==> config.mk <==
export PLATFORM = sky130hd
export DESIGN_NAME = booth_div_seq
export DESIGN_NICKNAME = d
export VERILOG_FILES = /design/src/rtl/definitions_pkg.sv /design/src/rtl/booth_div_seq_sign_mag_abs.sv /design/src/rtl/booth_div_seq.sv
export SDC_FILE = /design/constraint.sdc
export NUM_CORES = 1
export LEC_CHECK = 0
export ABC_AREA = 1
export ABC_CLOCK_PERIOD_IN_PS = 3800
export CORE_MARGIN = 10
export CORE_UTILIZATION = 45
export CTS_CLUSTER_DIAMETER = 60
export DETAILED_ROUTE_END_ITERATION = 12
export GPL_TIMING_DRIVEN = 1
export PLACE_DENSITY = 0.71
export SETUP_SLACK_MARGIN = 0.1
export SYNTH_ARGS = -nofsm -noshare
export SYNTH_HDL_FRONTEND = slang
export SYNTH_SLANG_ARGS = --single-unit
==> constraint.sdc <==
create_clock -name clk -period 3.8 [get_ports clk]
set_clock_uncertainty 0.05 [all_clocks]
set_input_delay 0.57 -clock clk [delete_from_list [all_inputs] [get_ports clk]]
set_output_delay 0.57 -clock clk [all_outputs]
set_load 0.1 [all_outputs]
==> src/rtl/definitions_pkg.sv <==
// definitions_pkg: shared types and constants for the Booth multiply/divide datapaths
package definitions_pkg;
    localparam int DATA_W = 8;
    localparam int DIV_ITERS = 8;
    typedef logic signed [DATA_W-1:0] int8_t;
    typedef logic [3:0] cnt_t;
    typedef enum logic [1:0] {
        IDLE = 2'd0,
        ITER = 2'd1,
        FIX  = 2'd2,
        DONE = 2'd3
    } div_state_e;
endpackage

==> src/rtl/booth_div_seq_sign_mag_abs.sv <==
// sign_mag_abs: splits a signed operand into unsigned magnitude and sign (-128 -> 8'h80)
module sign_mag_abs
    import definitions_pkg::*;
(
    input  int8_t      i_val,
    output logic [7:0] o_mag,
    output logic       o_sign
);
    // magnitude wraps naturally for -128, giving the unsigned value 128
    always_comb begin
        o_sign = i_val[7];
        o_mag  = i_val[7] ? -i_val : i_val;
    end
endmodule

==> src/rtl/booth_div_seq.sv <==
// booth_div_seq: sequential signed restoring divider with start/rdy handshake
module booth_div_seq
    import definitions_pkg::*;
#(
    parameter int WIDTH = DATA_W
) (
    input  logic       clk,
    input  logic       rst,
    input  logic       i_start,
    input  int8_t      i_dividend,
    input  int8_t      i_divisor,
    output int8_t      o_quotient,
    output int8_t      o_remainder,
    output logic       o_rdy,
    output logic       o_busy,
    output logic       o_div_by_zero,
    output logic       o_ovf,
    output cnt_t       o_cnt,
    output div_state_e o_Edo_Act
);
    div_state_e       state_q, state_d;
    logic [WIDTH:0]   a_q, a_d, a_sh;
    logic [WIDTH-1:0] q_q, q_d, m_q, m_d;
    logic [WIDTH+1:0] t;
    cnt_t             cnt_q, cnt_d;
    int8_t            dvd_q, dvd_d, quot_q, quot_d, rem_q, rem_d;
    logic             sd_q, sd_d, sv_q, sv_d, dz_q, dz_d, ovp_q, ovp_d;
    logic             dzo_q, dzo_d, ovf_q, ovf_d;
    logic [7:0]       dvd_mag, dvs_mag;
    logic             dvd_sign, dvs_sign;

    sign_mag_abs u_abs_dvd (.i_val(i_dividend), .o_mag(dvd_mag), .o_sign(dvd_sign));
    sign_mag_abs u_abs_dvs (.i_val(i_divisor),  .o_mag(dvs_mag), .o_sign(dvs_sign));

    // next-state: operand capture, one restoring step per ITER cycle, sign fix, handshake
    always_comb begin
        state_d = state_q;
        a_d     = a_q;
        q_d     = q_q;
        m_d     = m_q;
        cnt_d   = cnt_q;
        dvd_d   = dvd_q;
        sd_d    = sd_q;
        sv_d    = sv_q;
        dz_d    = dz_q;
        ovp_d   = ovp_q;
        quot_d  = quot_q;
        rem_d   = rem_q;
        dzo_d   = dzo_q;
        ovf_d   = ovf_q;
        a_sh    = {a_q[WIDTH-1:0], q_q[WIDTH-1]};
        t       = {1'b0, a_sh} - {2'b00, m_q};
        case (state_q)
            IDLE: if (i_start) begin
                dvd_d   = i_dividend;
                sd_d    = dvd_sign;
                sv_d    = dvs_sign;
                a_d     = '0;
                q_d     = dvd_mag;
                m_d     = dvs_mag;
                cnt_d   = '0;
                dz_d    = i_divisor == 0;
                ovp_d   = i_dividend == int8_t'(8'h80) && i_divisor == int8_t'(8'hFF);
                state_d = i_divisor == 0 ? FIX : ITER;
            end
            ITER: begin
                a_d     = t[WIDTH+1] ? a_sh : t[WIDTH:0];
                q_d     = {q_q[WIDTH-2:0], ~t[WIDTH+1]};
                cnt_d   = cnt_q + 1'b1;
                state_d = cnt_q == cnt_t'(DIV_ITERS - 1) ? FIX : ITER;
            end
            FIX: begin
                quot_d  = dz_q ? int8_t'(8'hFF) : ovp_q ? int8_t'(8'h80) :
                          (sd_q ^ sv_q) ? -q_q : q_q;
                rem_d   = dz_q ? dvd_q : ovp_q ? int8_t'(8'h00) :
                          sd_q ? -a_q[WIDTH-1:0] : a_q[WIDTH-1:0];
                dzo_d   = dz_q;
                ovf_d   = ovp_q;
                state_d = DONE;
            end
            default: if (!i_start) begin
                dzo_d   = 1'b0;
                ovf_d   = 1'b0;
                state_d = IDLE;
            end
        endcase
    end

    // state and datapath registers; reset aborts any division in flight
    always_ff @(posedge clk or posedge rst) begin
        if (rst) begin
            state_q <= IDLE;
            a_q     <= '0;
            q_q     <= '0;
            m_q     <= '0;
            cnt_q   <= '0;
            dvd_q   <= '0;
            sd_q    <= 1'b0;
            sv_q    <= 1'b0;
            dz_q    <= 1'b0;
            ovp_q   <= 1'b0;
            quot_q  <= '0;
            rem_q   <= '0;
            dzo_q   <= 1'b0;
            ovf_q   <= 1'b0;
        end else begin
            state_q <= state_d;
            a_q     <= a_d;
            q_q     <= q_d;
            m_q     <= m_d;
            cnt_q   <= cnt_d;
            dvd_q   <= dvd_d;
            sd_q    <= sd_d;
            sv_q    <= sv_d;
            dz_q    <= dz_d;
            ovp_q   <= ovp_d;
            quot_q  <= quot_d;
            rem_q   <= rem_d;
            dzo_q   <= dzo_d;
            ovf_q   <= ovf_d;
        end
    end

    // outputs: handshake flags decoded from state, results from the output registers
    always_comb begin
        o_quotient    = quot_q;
        o_remainder   = rem_q;
        o_rdy         = state_q == DONE;
        o_busy        = state_q == ITER || state_q == FIX;
        o_div_by_zero = dzo_q;
        o_ovf         = ovf_q;
        o_cnt         = cnt_q;
        o_Edo_Act     = state_q;
    end
endmodule

======== Word-level counts from Yosys, hierarchy flattened ========
Cells that the tools add are included.
W data, S select, Z words.
storage, ports and cells
  register bits after elaboration ......... 60
  logic and storage cells ................. 65
operators by class
  $add $sub $neg .......................... 6
  equality and inequality tests ........... 9
  mux-type cells .......................... 23
  bitwise operators ....................... 3
  reduce and logical (&&, ||, !) cells .... 10
operators by type and width
  operator               count
  $mux W8                11
  $logic_not A32 Y1      1
  $neg A8 Y8             4
  $pmux W8 S2            2
  $sub A9 B8 Y10         1
  $eq A8 B1 Y1 const B   1
  $eq A8 B8 Y1 const B   1
  $mux W2                4
  $pmux W4 S2            1
  $reduce_and A2 Y1      4
  $pmux W2 S3            1
  $add A4 B1 Y4 const B  1
  $eq A2 B2 Y1 const B   2
  $eq A4 B3 Y1 const B   1
  $mux W4                1
  $ne A4 B1 Y1 const B   1
  $pmux W1 S2            2
  $eq A2 B1 Y1 const B   1
  $logic_not A2 Y1       1
  $ne A2 B1 Y1 const B   1
  $ne A2 B2 Y1 const B   1
  $not A1 Y1             2
  $reduce_bool A2 Y1     1
  $reduce_or A2 Y1       1
  4 further kinds        4

======== Logic depth before layout (Yosys ltp) ========
Gate-level depths: netlist (run 1).
  depth after elaboration ................. 4
  gate-level depth with buffers ........... 12
  mapped depth without buffers ............ 12

======== Hierarchy ========
Synthesis (run 1) repeated with hierarchy kept, for this count alone.
second synthesis, totals
  cells, all modules ...................... 541
  area, all modules ....................... 3,880.0 um2
modules (own cells, without submodules)
  module         instances  cells an instance  area an instance (um2)  sequential area each (um2)
  booth_div_seq  1          461                3,472.1                 1,501.4
  sign_mag_abs   2          40                 203.9                   0.0

======== Worst setup path before layout (run 1) ========
Ideal clock, no wire load.
  kind .................................... flip-flop to output port
  from .................................... register state_q[0] (netlist: o_Edo_Act[0])
  to ...................................... output port o_busy
  arrival ................................. 2.007 ns
  data required time ...................... 3.180 ns
  setup slack ............................. 1.173 ns
  cell stages (with the launch flop) ...... 3
  path buffers ............................ 0
  cells stage by stage .................... dfrtp_1 inv_1 ha_1
between the ends
  word-level cells in the longest chain between the ends .. 2
  elaborated cells on any way between the ends .. 3
  those cells by class .................... eq/ne (2); reduce/logical (1)
RTL lines
  what                                          RTL line              source
  from (decl)                                   booth_div_seq.sv:21   div_state_e state_q, state_d;
  from (signal assigned)                        booth_div_seq.sv:107  state_q <= state_d;
  $eq A2 B1 Y1 or $eq A2 B2 Y1 (tied branches)  booth_div_seq.sv:129  o_busy = state_q == ITER || state_q == FIX;
  $logic_or A1 B1 Y1 *                          booth_div_seq.sv:129
  to (decl)                                     booth_div_seq.sv:15   output logic o_busy,
Every way passes the cells marked *; elsewhere a longest branch is shown, timed or not.

======== Worst setup path in the final report (run 1) ========
  from .................................... register state_q[1] (netlist: o_Edo_Act[1])
  to ...................................... output port o_busy
Same word-level chain as after synthesis.

==> flow_summary.json, run 1 <==
{
  "syn_inst": 489,
  "multi_input_area_sq_um": 1860,
  "path_clk_slew_ps": 70,
  "final_cell_mix": "125 x nand2_1, 65 x inv_1, 59 x dfrtp_1",
  "syn_area_per_cell_sq_um": 7.55,
  "yosys_warnings": 0,
  "hold_viol": 0,
  "crit_end": "o_busy",
  "die_y_um": 111,
  "synth_edf_count": 0,
  "final_common_cell": "nand2_1",
  "r2r_cells": 6,
  "synth_flop_cell": "dfrtp_1",
  "path_max_fanout": 4,
  "reg2reg_from": "o_Edo_Act[1]$_DFFE_PP0P_",
  "route.detailed.drc": 0,
  "ys_types": 35,
  "critPathArrivalTime_ps": 2240,
  "grt_max_degree": 32,
  "drtIter0Drc": 221,
  "fin_ws_ps": 940,
  "worstReg2RegEnd": "q_q[2]$_DFFE_PP0P_",
  "cts_resized": 0,
  "register_area_sq_um": 1480,
  "endpoint_kind": "output pin",
  "startpoint": "o_Edo_Act[1]$_DFFE_PP0P_",
  "antenna_left": 0,
  "dp_hpwl_mm": 7.14,
  "drt_wl_total_mm": 9.23,
  "max-cap-violations": 0,
  "layout.nets": 573,
  "htreeDepth": 3,
  "cts_root_buf": "clkbuf_8",
  "dp_slack_ps": 1290,
  "postCtsSetupBuffers": 0,
  "hold_buffers": 0,
  "worst-setup-path-type": "flop to output pin",
  "crit_path_start_kind": "flop",
  "synth-seq-area-share": 0.400,
  "slew_violations": 0,
  "antenna_found_initial": 0,
  "numCtsBuffers": 9,
  "portBuffers": 44,
  "place.gp.congestion": 0.952,
  "r2r_slack_ps": 1450,
  "routed_via_density": 5.25,
  "drive_above_1_share": 0.0891,
  "min_period_ps": 2860,
  "synthArstFlopShare": 1.00,
  "area_growth_pct": 20.1,
  "post-route-period-util": 0.753,
  "die_x_um": 111,
  "diodes": 0,
  "clock_path_buffers": 2,
  "clock-sinks": 59,
  "grt_pass1_vias": 3387,
  "clock_latency_ps": 340,
  "grt_overflow": 0,
  "cts_tree": "built",
  "pin_count": 45,
  "drt_pre_antenna_iters": 5,
  "maxSlewHeadroom": 0.339,
  "fmax_mhz": 350,
  "fillers": 744,
  "dpl.cell_count": 626,
  "syn_area_sq_um": 3690,
  "status": "completed",
  "rsz0062_at_grt": "false",
  "die-area_sq_um": 12200,
  "setup_tns_ps": 0,
  "setup_viol": 0,
  "core_sq_um": 7850,
  "holdCritPathClass": "flop to flop",
  "worst_pin_slew_ps": 991,
  "vias": 3366,
  "syn_nets": 527,
  "wire_per_inst_um": 14.4,
  "grt_pass1_wl_mm": 16.2,
  "final_cells": 641,
  "whs_ps": 437,
  "grt_usage": 0.154,
  "initial_core_util": 0.471,
  "synth-seq-cells": 59,
  "std_cell_rows": 32,
  "worstPathRequired_ps": 3180
}
## worst min path at each step
stage / startpoint / end / slack, ps / cells after the start
3_3_place_gp: dvd_q[5]$_DFFE_PP0P_ / dvd_q[5]$_DFFE_PP0P_ / 420 / 2
2_1_floorplan: dvd_q[5]$_DFFE_PP0P_ / dvd_q[5]$_DFFE_PP0P_ / 400 / 2
4_1_cts: o_ovf$_DFFE_PP0P_ / o_ovf$_DFFE_PP0P_ / 440 / 2
3_5_place_dp: o_ovf$_DFFE_PP0P_ / o_ovf$_DFFE_PP0P_ / 420 / 2
5_1_grt: o_ovf$_DFFE_PP0P_ / o_ovf$_DFFE_PP0P_ / 460 / 2
6_report: o_ovf$_DFFE_PP0P_ / o_ovf$_DFFE_PP0P_ / 440 / 2
## stage by stage
step / cell area [sq um] / util
floorplan: 3690 / -
global placement: 4210 / 0.536
detailed placement: 4210 / 0.536
CTS: 4430 / 0.565
global route: 4430 / 0.565
finish: 4430 / 0.565
## cell usage after synthesis, types with 3 or more instances
cell / count / area share
nand3_1: 35 / 0.047
o211ai_1: 6 / 0.012
nor3_1: 4 / 0.0054
o21ai_2: 4 / 0.0095
inv_2: 7 / 0.0071
nand4_1: 12 / 0.020
xor2_1: 8 / 0.019
clkbuf_1: 5 / 0.0051
a21oi_1: 30 / 0.041
nor2_1: 26 / 0.026
dfrtp_1: 59 / 0.40
buf_2: 4 / 0.0054
nor2_4: 3 / 0.0091
nand2_2: 4 / 0.0068
nand3_2: 5 / 0.014
o21ai_0: 42 / 0.057
ha_1: 18 / 0.061
a31oi_1: 3 / 0.0051
nand2_1: 125 / 0.13
inv_1: 66 / 0.067
## kinds of logic (layout without fill, tap and decap cells)
family,after synthesis,in the layout,share of synthesized area
xor gates and xnor gates,10,10,0.0237
and+or+nand+nor,219,219,0.265
buffers and inverters,86,136,0.0956
adders and majority gates,19,19,0.0664
AOI/OAI and AO/OA,96,96,0.149
DFF,59,59,0.400
## flip-flops by register name, indices dropped and copies added, names as in the netlist
register and flops:
a_q 8, o_cnt 4, m_q 8, ovp_q 1
o_remainder 8, q_q 8, o_div_by_zero 1, dvd_q 8
o_Edo_Act 2, sv_q 1, o_quotient 8, o_ovf 1
dz_q 1
## routing by layer
metal | GRT usage | share of wire
met1 | 0.201 | 0.46
met2 | 0.244 | 0.45
met3 | 0.0292 | 0.064
met4 | 0.0622 | 0.019
met5 | 0 | 0
## worst max-delay path: stages, from the launching register on
cell             delay [ps]
dfrtp_1                 400
inv_1                   100
ha_1                    280
clkdlybuf4s50_1        1130
## layout make-up
class,instances,share of cell area
clock buffers,11,0.0342
clock inverters,4,0.0167
flip-flops and latches,59,0.333
well taps,102,0.0288
inverters,74,0.0627
multi-input cells,344,0.420
repair buffers,47,0.104
Power of run 1 is left out: the tool's default activity adds up to more than one toggle a clock period on the data nets, which glitch-free logic cannot reach.
==> run 2: changes to the inputs <==
Settings changed: ABC_CLOCK_PERIOD_IN_PS 3800 to 2600, PLACE_DENSITY 0.71 to 0.73.
Clock period 3.8 ns to 2.6 ns, I/O delays scaled along.
==> run 2 against run 1 <==
Net effect: worst hold slack got worse by 96 ps; cell area fell by 1.9%; count of clock-buffer cells in the layout fell by 1; die area did not move; wire length rose by 2.9%; utilization fell by 1.1 points; critical path depth rose by 5; non-clock buffer count rose by 3; setup slack got worse by 500 ps; critical path type is now flop to flop; highest routed layer unchanged.
==> flow_summary.json, run 2 (synthesis results as in run 1) <==
{
  "status": "completed",
  "maxSlewHeadroom": 0.652,
  "antenna_found_initial": 0,
  "holdCritPathClass": "input pin to asynchronous set/reset pin",
  "die_x_um": 111,
  "drt_pre_antenna_iters": 5,
  "drive_above_1_share": 0.140,
  "path_max_fanout": 13,
  "route.detailed.drc": 0,
  "drt_wl_total_mm": 9.49,
  "dp_slack_ps": 467,
  "area_growth_pct": 17.8,
  "fmax_mhz": 463,
  "diodes": 0,
  "htreeDepth": 3,
  "path_clk_slew_ps": 80,
  "dpl-instance-area_sq_um": 4170,
  "finalInstanceArea_sq_um": 4350,
  "portBuffers": 44,
  "clock_path_buffers": 2,
  "r2r_slack_ps": 440,
  "cts_root_buf": "clkbuf_8",
  "cts_tree": "built",
  "rsz0062_at_grt": "false",
  "place.gp.congestion": 0.914,
  "worst-setup-path-type": "flop to flop",
  "antenna_left": 0,
  "grt_max_degree": 23,
  "post-route-period-util": 0.830,
  "hold_buffers": 0,
  "crit_end": "o_cnt[3]$_DFFE_PP0P_",
  "critPathArrivalTime_ps": 2340,
  "grt_usage": 0.154,
  "core_sq_um": 7850,
  "routed_via_density": 5.36,
  "setup_viol": 0,
  "startpoint": "o_Edo_Act[1]$_DFFE_PP0P_",
  "grt_overflow": 0,
  "worstPathRequired_ps": 2780,
  "std_cell_rows": 32,
  "vias": 3450,
  "pin_count": 45,
  "r2r_cells": 8,
  "dp_hpwl_mm": 7.34,
  "final_cell_mix": "125 x nand2_1, 65 x inv_1, 59 x dfrtp_1",
  "max-cap-violations": 0,
  "clock_latency_ps": 340,
  "final_common_cell": "nand2_1",
  "reg2reg_from": "o_Edo_Act[1]$_DFFE_PP0P_",
  "layout.nets": 576,
  "initial_core_util": 0.471,
  "grt_pass1_wl_mm": 16.0,
  "cts_resized": 0,
  "hold_viol": 0,
  "die-area_sq_um": 12200,
  "wire_per_inst_um": 14.7,
  "fin_ws_ps": 441,
  "worst_pin_slew_ps": 517,
  "grt_pass1_vias": 3300,
  "drtIter0Drc": 184,
  "crit_path_start_kind": "flop",
  "worstReg2RegEnd": "o_cnt[3]$_DFFE_PP0P_",
  "slew_violations": 0,
  "min_period_ps": 2160,
  "numCtsBuffers": 9,
  "die_y_um": 111,
  "clock-sinks": 59,
  "postCtsSetupBuffers": 0,
  "endpoint_kind": "flop",
  "setup_tns_ps": 0
}
## run 2: cell count changes in the layout (fill, tap and decap cells not counted), sizes merged
cell	previous run	this run
buf	3	32
clkdlybuf4s50	44	18
clkinvlp	0	2
bufinv	2	1
clkbuf	11	10
## run 2: layout make-up
class | instances | area [sq um]
clock inverters | 5 | 55.1
fillers | 766 | 3500
clock buffers | 10 | 128
multi-input cells | 344 | 1860
inverters | 74 | 278
repair buffers | 50 | 420
well taps | 102 | 128
flip-flops and latches | 59 | 1480
## run 2: worst max-delay path, stage by stage, from the launching register on
cell and delay (ps):
dfrtp_1 410, inv_1 110, ha_1 440, inv_2 200, o21ai_1 230, buf_4 240, nand4_1 130, o21ai_0 180
a21oi_1 50
## run 2: how the worst min path moves through the flow
stage | end | start | slack, ps
finish | o_ovf$_DFFE_PP0P_ | rst | 340
global route | o_ovf$_DFFE_PP0P_ | rst | 410
CTS | o_div_by_zero$_DFFE_PP0P_ | rst | 360
detailed placement | o_ovf$_DFFE_PP0P_ | o_ovf$_DFFE_PP0P_ | 420
global placement | m_q[2]$_DFFE_PP0P_ | m_q[2]$_DFFE_PP0P_ | 420
floorplan | dvd_q[5]$_DFFE_PP0P_ | dvd_q[5]$_DFFE_PP0P_ | 400
## run 2: per-stage QoR
stage / std cells / util / hold slack [ps]
floorplan: 489 / - / 399
global placement: 629 / 0.531 / 419
detailed placement: 629 / 0.531 / 420
CTS: 644 / 0.554 / 364
global route: 644 / 0.554 / 413
finish: 644 / 0.554 / 341
## run 2: routing by layer
layer / part of all wire / GRT usage / up-vias
met5: 0 / 0 / -
met4: 0.020 / 0.0648 / 0
met3: 0.046 / 0.0270 / 12
met2: 0.46 / 0.238 / 100
met1: 0.47 / 0.205 / 1642
li1: - / - / 1696
Power of run 2 is left out for the same reason.
